===== config.mk =====
export PLATFORM = sky130hd
export DESIGN_NAME = reg_write_arbiter
export DESIGN_NICKNAME = d
export VERILOG_FILES = /design/src/rtl/reg_bank_pkg.sv /design/src/rtl/rr_arbiter2.sv /design/src/rtl/reg_write_arbiter.sv
export SDC_FILE = /design/constraint.sdc
export NUM_CORES = 1
export LEC_CHECK = 0
export BUFFER_PORTS_ARGS = -buffer_cell sky130_fd_sc_hd__buf_4
export CORE_UTILIZATION = 25
export CTS_BUF_LIST = sky130_fd_sc_hd__clkbuf_4
export CTS_CLUSTER_DIAMETER = 100
export CTS_CLUSTER_SIZE = 28
export DETAILED_ROUTE_END_ITERATION = 16
export SLEW_MARGIN = 20
export SYNTH_ARGS = -nofsm -noshare
export SYNTH_HDL_FRONTEND = slang
export SYNTH_SLANG_ARGS = --single-unit

===== constraint.sdc =====
create_clock -name clk -period 2.1 [get_ports clk]
set_input_delay 0.21 -clock clk [delete_from_list [all_inputs] [get_ports clk]]
set_output_delay 0.21 -clock clk [all_outputs]
set_load 0.02 [all_outputs]

===== src/rtl/reg_bank_pkg.sv =====
// Shared definitions for the register-bank write path.
//   DATA_W  : width of a bank register and of port_out
//   REQ_A/B : requester IDs (A = PicoBlaze port write, B = refresh/config engine)
//   state_t : write-transaction FSM encoding
package reg_bank_pkg;
  localparam int DATA_W = 8;

  localparam logic REQ_A = 1'b0;
  localparam logic REQ_B = 1'b1;

  typedef enum logic [1:0] {
    ST_IDLE    = 2'd0,
    ST_SETUP   = 2'd1,
    ST_STROBE  = 2'd2,
    ST_RELEASE = 2'd3
  } state_t;
endpackage


===== src/rtl/rr_arbiter2.sv =====
// Two-input round-robin select.
//   clk, rst  : clock, asynchronous active-high reset
//   i_req_a/b : request levels
//   i_update  : record the current winner as last served
//   o_winner  : REQ_A or REQ_B (combinational); meaningful only when a request is present
// After reset B counts as last served, so A wins the first contention.
module rr_arbiter2
  import reg_bank_pkg::*;
(
  input  logic clk,
  input  logic rst,
  input  logic i_req_a,
  input  logic i_req_b,
  input  logic i_update,
  output logic o_winner
);

  logic r_last;

  always_ff @(posedge clk or posedge rst) begin
    if (rst) begin
      r_last <= REQ_B;
    end else if (i_update) begin
      r_last <= o_winner;
    end
  end

  always_comb begin
    o_winner = REQ_A;
    if (i_req_a && i_req_b) begin
      o_winner = ~r_last;
    end else if (i_req_b) begin
      o_winner = REQ_B;
    end
  end

endmodule


===== src/rtl/reg_write_arbiter.sv =====
// Arbitrates requesters A and B onto the shared register bank. Each write is
// a fixed four-phase transaction IDLE -> SETUP -> STROBE -> RELEASE, where
// en is one-hot on the latched address during SETUP/STROBE and w_strobe is
// high for the STROBE cycle only.
//   clk, rst          : clock, asynchronous active-high reset
//   req_x/addr_x/data_x : requester inputs (addr/data latched when granted)
//   gnt_x             : high during SETUP and STROBE of x's transaction
//   done_x            : one-cycle pulse in RELEASE of x's transaction
//   en, w_strobe, port_out : register-bank write interface
//   busy              : FSM not in IDLE
// Optional macro REG_WRITE_ARBITER_ADDR_CHECK_EN adds output err: an
// out-of-range address suppresses w_strobe and pulses err with done_x.
module reg_write_arbiter
  import reg_bank_pkg::*;
#(
  parameter int NUM_REGS = 4,
  parameter int ADDR_W   = 2
) (
  input  logic                clk,
  input  logic                rst,
  input  logic                req_a,
  input  logic [ADDR_W-1:0]   addr_a,
  input  logic [DATA_W-1:0]   data_a,
  input  logic                req_b,
  input  logic [ADDR_W-1:0]   addr_b,
  input  logic [DATA_W-1:0]   data_b,
  output logic                gnt_a,
  output logic                gnt_b,
  output logic                done_a,
  output logic                done_b,
  output logic [NUM_REGS-1:0] en,
  output logic                w_strobe,
  output logic [DATA_W-1:0]   port_out,
  output logic                busy
`ifdef REG_WRITE_ARBITER_ADDR_CHECK_EN
  ,
  output logic                err
`endif
);

  state_t              r_state;
  state_t              w_next;
  logic                r_winner;
  logic [ADDR_W-1:0]   r_addr;
  logic [DATA_W-1:0]   r_data;
  logic                w_take;
  logic                w_winner;
  logic [NUM_REGS-1:0] w_decode;

  assign w_take = (r_state == ST_IDLE) && (req_a || req_b);

  rr_arbiter2 u_rr (
    .clk      (clk),
    .rst      (rst),
    .i_req_a  (req_a),
    .i_req_b  (req_b),
    .i_update (w_take),
    .o_winner (w_winner)
  );

  always_ff @(posedge clk or posedge rst) begin
    if (rst) begin
      r_state  <= ST_IDLE;
      r_winner <= REQ_A;
    end else begin
      r_state <= w_next;
      if (w_take) begin
        r_winner <= w_winner;
      end
    end
  end

  // Address/data are payload only: every output that exposes them is gated
  // by the FSM state, so they need no reset.
  always_ff @(posedge clk) begin
    if (w_take) begin
      r_addr <= (w_winner == REQ_B) ? addr_b : addr_a;
      r_data <= (w_winner == REQ_B) ? data_b : data_a;
    end
  end

  always_comb begin
    w_next = r_state;
    case (r_state)
      ST_IDLE:    if (req_a || req_b) w_next = ST_SETUP;
      ST_SETUP:   w_next = ST_STROBE;
      ST_STROBE:  w_next = ST_RELEASE;
      ST_RELEASE: w_next = ST_IDLE;
      default:    w_next = ST_IDLE;
    endcase
  end

  // An address with no matching register decodes to all zeros.
  always_comb begin
    w_decode = '0;
    for (int i = 0; i < NUM_REGS; i++) begin
      w_decode[i] = (r_addr == ADDR_W'(i));
    end
  end

`ifdef REG_WRITE_ARBITER_ADDR_CHECK_EN
  logic w_in_range;
  assign w_in_range = |w_decode;
`endif

  always_comb begin
    gnt_a    = 1'b0;
    gnt_b    = 1'b0;
    done_a   = 1'b0;
    done_b   = 1'b0;
    en       = '0;
    w_strobe = 1'b0;
    port_out = '0;
    busy     = (r_state != ST_IDLE);
`ifdef REG_WRITE_ARBITER_ADDR_CHECK_EN
    err      = 1'b0;
`endif
    case (r_state)
      ST_SETUP, ST_STROBE: begin
        gnt_a    = (r_winner == REQ_A);
        gnt_b    = (r_winner == REQ_B);
        en       = w_decode;
        port_out = r_data;
        if (r_state == ST_STROBE) begin
`ifdef REG_WRITE_ARBITER_ADDR_CHECK_EN
          w_strobe = w_in_range;
`else
          w_strobe = 1'b1;
`endif
        end
      end
      ST_RELEASE: begin
        done_a   = (r_winner == REQ_A);
        done_b   = (r_winner == REQ_B);
        port_out = r_data;
`ifdef REG_WRITE_ARBITER_ADDR_CHECK_EN
        err      = ~w_in_range;
`endif
      end
      default: ;
    endcase
  end

endmodule


-- Word level (Yosys, flattened, before mapping)
Cells that the tools add are included.
Widths: inputs -> output; s select.
- add/subtract/negate cells: 0
- multiply operators: 0
- divide/modulo/power cells: 0
- magnitude comparators: 0
- equal/unequal tests: 7
- shift-type cells: 0
- muxes and demuxes: 14
- bitwise operators: 2
- reductions and logical operators: 8
- operators by type and width (kind ; count):
    $mux 8 ; 2
    $eq 2x2->1 const B ; 4
    $mux 1 ; 8
    $pmux 2 s4 ; 1
    $eq 2x1->1 const B ; 2
    $logic_not 2->1 ; 2
    $mux 2 ; 2
    $mux 4 ; 1
    $reduce_or 3->1 ; 1
    $logic_and 1x1->1 ; 2
    $ne 2x1->1 const B ; 1
    $not 1->1 ; 2
    $reduce_bool 2->1 ; 1
    $reduce_or 2->1 ; 1
    $logic_or 1x1->1 ; 1
- register bits after elaboration: 14
- bits in latches: 0
- RAM bits: 0
- ROM bits: 0
- input bits: 24
- logic and storage cells: 36
- memories kept: 0

-- Logic depth before layout (Yosys ltp)
Gate-level depths: netlist (run 1).
- depth in word-level cells: 3
- depth in mapped cells: 4

-- Cells and area by module
Synthesis (run 1) repeated with hierarchy kept, for this count alone.
- cells, all modules: 59
- area total of the unflattened synthesis: 783.3 µm²
- modules (own cells, without submodules) (module ; instances ; cells each ; area an instance (µm²) ; sequential area each (µm²)):
    reg_write_arbiter ; 1 ; 55 ; 726.9 ; 375.4
    rr_arbiter2 ; 1 ; 4 ; 56.3 ; 26.3

-- Worst setup path after synthesis (run 1)
OpenSTA, ideal clock, no wires.
- path type: reg2reg
- start point: reg r_state[0]
- end point: reg r_addr[0], enable pin
- setup time: 376 ps
- arrival time: 1321 ps
- data required time: 1724 ps
- setup slack: 403 ps
- cell stages (with the launch flop): 5
- buffers on the path: 0
- cell sequence: dfrtp_1 -> inv_1 -> ha_1 -> inv_1 -> nor2_1
- word-level cells in the longest chain between the ends: 2
- RTL lines (what ; RTL line ; text):
    start, declared ; reg_write_arbiter.sv:41 ; state_t r_state;
    start signal, assigned ; reg_write_arbiter.sv:66 ; r_state <= w_next;
    $logic_not 2->1 ; reg_write_arbiter.sv:50 ; assign w_take = (r_state == ST_IDLE) && (req_a || req_b);
    $logic_and 1x1->1 ; reg_write_arbiter.sv:50 ;
    named net u_rr.i_update ; rr_arbiter2.sv:14 ; input logic i_update,
    end signal, assigned ; reg_write_arbiter.sv:77 ; r_addr <= (w_winner == REQ_B) ? addr_b : addr_a;
    end, declared ; reg_write_arbiter.sv:44 ; logic [ADDR_W-1:0] r_addr;
The timed path passes the listed nets, and every way through them passes these cells.
A chain may end at the register's enable or synchronous reset.

-- Worst setup path in the final report (run 1)
- start point: reg r_state[1]
- end point: out en[0]
- word-level cells in the longest chain between the ends: 3
- elaborated cells on any way between the ends: 4
- those cells by class: eq/ne (2); mux (1); reduce/logical (1)
- RTL lines (what ; RTL line ; text):
    $eq 2x2->1 / $eq 2x1->1 (equally long branches) ; reg_write_arbiter.sv:118 ; case (r_state)
    $reduce_or 2->1 * ; reg_write_arbiter.sv:118 ;
    $mux 4 * ; reg_write_arbiter.sv:118 ;
    end, declared ; reg_write_arbiter.sv:31 ; output logic [NUM_REGS-1:0] en,
Mark *: on every way between the ends. The rest lies on a longest branch, timed or not.

==> results of run 1 <==
## metal layers
| metal | vias to the layer above | GRT usage |
|---|---|---|
| met4 | 0 | 0.05102 |
| met2 | 27 | 0.1750 |
| met1 | 287 | 0.1043 |
| met3 | 2 | 0.02620 |
| li1 | 307 | - |
| met5 | - | 0 |
## what timing repair did
action / 4_1_cts / 5_1_grt
buffers inserted: 0 / 0
hold buffers: 1 / 0
setup endpoints to repair: 0 / 0
hold endpoints to repair: 3 / 0
## layout by cell type, fill, tap and decap left out, types with 2 or more instances in the layout
| cell type | synthesis | routed |
|---|---|---|
| buf_4 | 0 | 42 |
| nor2b_1 | 10 | 10 |
| mux2_4 | 10 | 10 |
| edfxtp_1 | 10 | 10 |
| inv_1 | 4 | 4 |
| nor2_1 | 4 | 4 |
| ha_1 | 4 | 4 |
| nand2_1 | 3 | 3 |
| clkbuf_4 | 0 | 3 |
| dfrtp_1 | 3 | 3 |
| and2_1 | 2 | 2 |
## sequential cells by signal, indices dropped and copies added (netlist names)
| register | count |
|---|---|
| r_data | 8 |
| r_addr | 2 |
| r_state | 2 |
| r_winner | 1 |
| u_rr.r_last | 1 |
## kinds of logic after synthesis
family / after synthesis
multiplexers: 12
adder cells (fa/ha/maj): 4
buffers and inverters: 5
flip-flops: 14
AND/OR/NAND/NOR: 23
AO/OA/AOI/OAI: 4
## power by group through the flow
stage          clock [mW]  sequential [mW]  combinational, mW
2_1_floorplan           0            0.463              0.587
5_1_grt             0.176            0.486               1.02
3_3_place_gp            0            0.473              0.935
3_5_place_dp            0            0.479              0.946
4_1_cts             0.167            0.473              0.952
6_report            0.158            0.472              0.933
## synthesized netlist by cell type (2+ instances only)
| library cell | instances |
|---|---|
| mux2_4 | 10 |
| edfxtp_1 | 10 |
| inv_1 | 4 |
| nor2b_1 | 10 |
| dfrtp_1 | 3 |
| and2_1 | 2 |
| nor2_1 | 4 |
| nand2_1 | 3 |
| ha_1 | 4 |
## metrics by stage
| stage | hold slack [ns] | cells |
|---|---|---|
| global placement | 0.1145 | 147 |
| floorplan | -0.02464 | 62 |
| CTS | 0.1304 | 152 |
| global route | 0.1373 | 152 |
| finish | 0.1465 | 152 |
| detailed placement | 0.1220 | 147 |
## layout make-up
class / instances / share of cell area
sequential: 14 / 0.3306
multi-input combinational: 43 / 0.3223
timing repair buffer: 43 / 0.2678
tap: 44 / 0.04531
clock buffer: 3 / 0.01854
inverter: 4 / 0.01236
clock inverter: 1 / 0.003090
## worst max-delay path by stage
stage                     end  slack, ns  depth (start not counted)
detailed placement  r_addr[0]       0.46                          2
global route            en[0]       0.21                          4
finish                  en[0]       0.34                          4
floorplan           r_addr[0]       0.40                          4
CTS                     en[0]       0.30                          4
global placement    r_data[4]       0.50                          2
## worst max-delay path, stage by stage, from the launching register on
cell     delay [ns]
dfrtp_1        0.40
inv_1          0.07
ha_1           0.38
nor3b_1        0.24
buf_4          0.18
==> key figures, run 1 <==
Route
  – Max Used Layer: met4
  – Via count normalized by instance count: 4.099
  – Metal1 wirelength: 658 um
  – DRC Markers: 0
  – Drt first-iter violations: 5
  – Per-cell routed wire length: about 11 um
  – Vias post-DR: between 600 and 700
  – Detailed route wirelength on metal3: 122 um
  – Number of routed nets with antenna violations: 0
  – Total met2 wirelength after detailed routing: roughly 820 um
  – First drt pass iteration count: 2
  – Drt total wl: 1.613 mm

Global routing
  – Total gr overflow: 0
  – Via count of the first global-routing pass: 611
  – Antenna violations before repair: 0
  – First-pass GRT wire length: 2.518 mm
  – Overall routing resource usage: 0.09783
  – Maximum number of pins on one net before global-route repair: 11

CTS
  – Latest clock arrival within the worst-skew pair: ~0.28 ns
  – TritonCTS clock tree: done
  – Clock slew at the register clock pins of the worst setup and hold paths: 0.08 ns
  – Clock buffers created by TritonCTS: 3
  – CTS resizes: 0
  – Number of H-tree levels: 1
  – Maximum number of buffers from clock root to sink: 2
  – Root buffer selected by CTS: clkbuf_4
  – Clock tree sinks: 14

Floorplanning
  – Num rows: 20
  – Die width: 59.26 um
  – Die area: 3511 sq um
  – Area of the core: 3078 sq um
  – Number of placed I/O pins: between 40 and 50
  – Die Ht: 59.26 um
  – Starting Density: 0.2663

Worst setup path
  – Required time worst endpoint: between 1.5 and 2 ns
  – Worst reg-to-reg setup slack: 0.48 ns
  – Critical Path Source: r_state[1]
  – Endpoint type of the worst setup path: output pin
  – Reg-to-reg critical path endpoint: r_addr[0]
  – Crit path arrival time: 1.55 ns
  – Critical-path maximum fanout: 7
  – Register-to-Register Path Depth: 2
  – Worst Setup Path Type: flip-flop to output pin
  – R2R Path Start: u_rr.r_last
  – Category of the worst setup path launch point: flip-flop

Final layout
  – FF+latch area: 401.6 sq um
  – Layout Utilization: 0.3947
  – Fraction of final layout cells sized beyond drive strength 1: 0.5463
  – Post-layout net count: 137
  – Area of all placed cells without fillers: 1215 sq um
  – Fill cell count: 318
  – Layout overhead on the synthesized area: 48.24%
  – Multi-input gate area in the final layout: 391.6 sq um
  – Number of inserted diodes: 0

Synth
  – Cells after synthesis: 62
  – Top area cells in the synthesized netlist: edfxtp_1 (37%), mux2_4 (18%), dfrtp_1 (9.2%), nor2b_1 (7.6%), ha_1 (6.1%)
  – Count of synthesis-stage warnings from yosys: 0
  – Primary flip-flop cell chosen by synthesis mapping: edfxtp_1
  – Complex-gate fraction of the synthesized area: 0.04122
  – Number of register bits inferred by synthesis: 14
  – Number of different library cells in the post-synthesis netlist: 21
  – Post-synth ARST share: 0.2857
  – Post-synthesis cell type with the largest combined area: edfxtp_1
  – Share of the yosys chip area belonging to registers: 0.4901
  – Combinational family with the most area after synthesis: multiplexers
  – Share of synthesized cell area in and, or, nand and nor gates: 0.1664
  – Syn avg cell area: around 13 sq um
  – Multiplexer area fraction after synthesis: 0.2092
  – Synthesized net count: 90
  – Synthesized-area fraction occupied by adder cells: 0.06107
  – Area share of the leading cell type in the synthesized netlist: 0.3664
  – Summed instance area of the synthesized netlist: 819.5 sq um
  – XOR/XNOR Fraction of Synth Area: 0
  – Number of enable flip-flop cells after synthesis: 10

Power and ir drop
  – Cell leakage power: 0.5721 nW
  – Part of the total power dissipated in sequential elements: 0.302
  – Switching power: between 0.6 and 0.7 mW
  – Fraction of power spent switching nets: 0.4103
  – Logic pwr share: 0.597
  – Total Power: 1.563 mW
  – Internal power: 0.9217 mW
  – Worst-case vdd ir drop: 0.0005633 V
  – Share of total power in the clock network: 0.101
  – Power density cells: ~1300 nW/um^2

Placed design
  – Detailed Place HPWL: 1.265 mm
  – Routability congestion estimate: 0.7209
  – Post-placement worst setup slack: 0.4581 ns
  – Count of buffers inserted at the top-level ports: 41
  – Post-place instance area: between 1000 and 1500 sq um

STA
  – Shortest clock period the worst path allows after layout: 1.759 ns
  – Fraction of the cycle the final worst path needs: 0.8378
  – Transition time at the pin with the least slew margin: about 0.8 ns
  – Clock skew: 0.005833 ns
  – Final Worst Setup Slack: 0.3407 ns
  – Sum of negative setup slack: 0 ns
  – Unrepaired setup endpoints after global routing: false
  – Final hold vios: 0
  – Setup-violating endpoint count in the final report: 0
  – Max transition margin: 0.4760
  – Max-slew violation count: 0
  – Upper clock frequency limit: 0.5684 GHz

Min path
  – Hold-critical path depth: 2
  – Startpoint of the worst hold path: req_a
  – Worst min-delay path endpoint: u_rr.r_last
  – Class of the worst hold path: input pin to flip-flop

Run
  – Number of maximum-capacitance constraint violations: 0

Status
  – Outcome: finished, final reports clean
No activity file was read; power rests on OpenSTA's default activity.
==> run 2: changes to the inputs <==
==> constraint.sdc (replaced) <==
create_clock -name clk -period 1.7 [get_ports clk]
set_input_delay 0.17 -clock clk [delete_from_list [all_inputs] [get_ports clk]]
set_output_delay 0.17 -clock clk [all_outputs]
set_load 0.02 [all_outputs]
==> run 2 against run 1 <==
  * Via count up 2.1%
  * Highest routed layer unchanged
  * Core utilization is 1.0 points higher
  * Design area rose by 2.6%
  * Final cell count is 0.66% higher
==> key figures, run 2 (synthesized netlist as in run 1, its figures left out) <==
Worst setup path
  – R2R Path Start: u_rr.r_last
  – Endpoint type of the worst setup path: flip-flop
  – Cells traversed along the worst timing path: a21boi_2, mux2_4
  – Critical-path maximum fanout: 10 (+3)
  – Delay of the slowest cell on the worst path: 0.63 ns (+0.23 ns)
  – Worst reg-to-reg setup slack: 0.08 ns (-0.40 ns)
  – Category of the worst setup path launch point: flip-flop
  – Critical-path cell with the highest stage delay: a21boi_2
  – Critical Path Source: u_rr.r_last
  – Required time worst endpoint: 1.73 ns (-0.16 ns)
  – Crit path arrival time: 1.64 ns (+0.09 ns)
  – Worst Setup Path Type: flip-flop to flip-flop
  – Buffering stage count on the worst path with inverters included: 0 (-2)
  – Cell family contributing the most delay on the critical path: compound AO/OA/AOI/OAI gates

CTS
  – Clock slew at the register clock pins of the worst setup and hold paths: 0.08 ns (about the same)
  – Maximum number of buffers from clock root to sink: 2 (unchanged)
  – Number of H-tree levels: 1 (unchanged)
  – TritonCTS clock tree: done
  – Root buffer selected by CTS: clkbuf_4
  – Latest clock arrival within the worst-skew pair: 0.27 ns (about the same)
  – Clock tree sinks: 14 (unchanged)
  – Clock buffers created by TritonCTS: 3 (unchanged)

Floorplanning
  – Area of the core: 3078 sq um (unchanged)
  – Die Ht: 59.26 um (unchanged)
  – Num rows: 20 (unchanged)
  – Die width: 59.26 um (unchanged)
  – Die area: 3511 sq um (unchanged)
  – Starting Density: 0.2663 (unchanged)
  – Number of placed I/O pins: 42 (unchanged)

Final layout
  – Max reg flops: 8 (unchanged)
  – Most frequent standard cell in the layout excluding fill and tap cells: buf_4
  – Post-route non-filler standard cell count: 153 (+0.66%)
  – Register with the highest flop count: r_data
  – FF+latch area: 401.6 sq um (unchanged)
  – Post-layout net count: 138 (+0.73%)
  – Multi-input gate area in the final layout: 411.6 sq um (+5.1%)
  – Fill cell count: 312 (-1.9%)
  – Fraction of final layout cells sized beyond drive strength 1: 0.5872 (+0.04086)
  – Most used cells in the layout excluding fill and tap cells: buf_4 (43), nor2b_1 (10), mux2_4 (10), edfxtp_1 (10)
  – Layout overhead on the synthesized area: 52.06%
  – Leading registers by flop count: r_data x8, r_addr x2, r_state x2
  – Number of inserted diodes: 0 (unchanged)

Global routing
  – Total gr overflow: 0 (unchanged)
  – Via count of the first global-routing pass: 651 (+6.5%)
  – Antenna violations before repair: 0 (unchanged)
  – First-pass GRT wire length: 2.697 mm (+7.1%)
  – Maximum number of pins on one net before global-route repair: 11 (unchanged)
  – Overall routing resource usage: 0.1035 (+0.005633)

STA
  – Upper clock frequency limit: 0.6184 GHz
  – Max transition margin: 0.4738 (-0.002272)
  – Final Worst Setup Slack: 0.08292 ns (-0.2578 ns)
  – Final hold vios: 0 (unchanged)
  – Transition time at the pin with the least slew margin: 0.7848 ns (+0.003387 ns)
  – Clock skew: 0.004080 ns (-0.001753 ns)
  – Setup-violating endpoint count in the final report: 0 (unchanged)
  – Fraction of the cycle the final worst path needs: 0.9512
  – Shortest clock period the worst path allows after layout: 1.617 ns
  – Sum of negative setup slack: 0 ns (unchanged)
  – Max-slew violation count: 0 (unchanged)
  – Unrepaired setup endpoints after global routing: false

Route
  – Vias post-DR: 636 (+2.1%)
  – Number of routed nets with antenna violations: 0 (unchanged)
  – First drt pass iteration count: 4 (+2)
  – Drt total wl: 1.606 mm (-0.43%)
  – Drt first-iter violations: 7 (+2)
  – Via count normalized by instance count: 4.157 (+1.4%)
  – DRC Markers: 0 (unchanged)
  – Per-cell routed wire length: 10.50 um (-1.1%)

Power and ir drop
  – Power density cells: 1632 nW/um^2 (+27%)
  – Cell leakage power: 0.5803 nW (+1.4%)
  – Worst-case vdd ir drop: 0.0006293 V (+12%)

Placed design
  – Routability congestion estimate: 0.7359 (+2.1%)
  – Count of buffers inserted at the top-level ports: 41 (unchanged)
  – Detailed Place HPWL: 1.260 mm (-0.39%)
  – DP Cell Count: 147 (unchanged)
  – Post-placement worst setup slack: 0.05692 ns (-0.4012 ns)

Status
  – Outcome: finished, final reports clean

Min path
  – Startpoint of the worst hold path: req_a
  – Class of the worst hold path: input pin to flip-flop

Run
  – Number of maximum-capacitance constraint violations: 0 (unchanged)
-- run 2: cell count changes in the layout (fill, tap and decap cells not counted) --
cell / previous run / this run
ha_2: 0 / 1
nor3b_2: 1 / 2
clkbuf_4: 3 / 4
ha_4: 0 / 1
ha_1: 4 / 2
buf_4: 42 / 43
nor3b_1: 1 / 0
clkinv_1: 1 / 0
-- run 2: layout make-up --
class / count / share of cell area
multi-input combinational: 43 / 0.3303
sequential: 14 / 0.3223
timing repair buffer: 44 / 0.2671
tap: 44 / 0.04418
clock buffer: 4 / 0.02410
inverter: 4 / 0.01205
-- run 2: repair_timing --
action | CTS | global route
endpoints found under the setup margin | 1 | 9
cloned | 0 | 0
hold buffers | 1 | 0
setup buffers | 0 | 1
gates resized for setup | 1 | 2
hold endpoints to repair | 4 | 0
-- run 2: worst paths after layout --
kind | end | cells past startpoint
min reg2reg | u_rr.r_last | 2
max in group asynchronous | u_rr.r_last | 3
min in group asynchronous | r_winner | 3
min | u_rr.r_last | 2
max reg2reg | r_data[2] | 2
max | r_data[2] | 2
-- run 2: per-stage QoR --
step	hold slack [ns]	util	instance area, sq um	total power [mW]
finish	0.1108	0.4049	1246	2.034
global route	0.1063	0.4049	1246	2.192
CTS	0.1009	0.4000	1231	2.027
detailed placement	0.07462	0.3829	1179	1.757
global placement	0.06822	0.3829	1179	1.741
floorplan	-0.06464	-	819.5	1.297
-- run 2: metal layers --
layer,global-route usage,share of wire
met2,0.1910,0.51
met5,0,0
met1,0.1004,0.38
met3,0.04367,0.10
met4,0.04082,0.0037
-- run 2: power breakdown --
part	internal [mW]	switching, mW
Combinational	0.603	0.640
Sequential	0.515	0.0655
Clock	0.107	0.103
Total	1.23	0.808
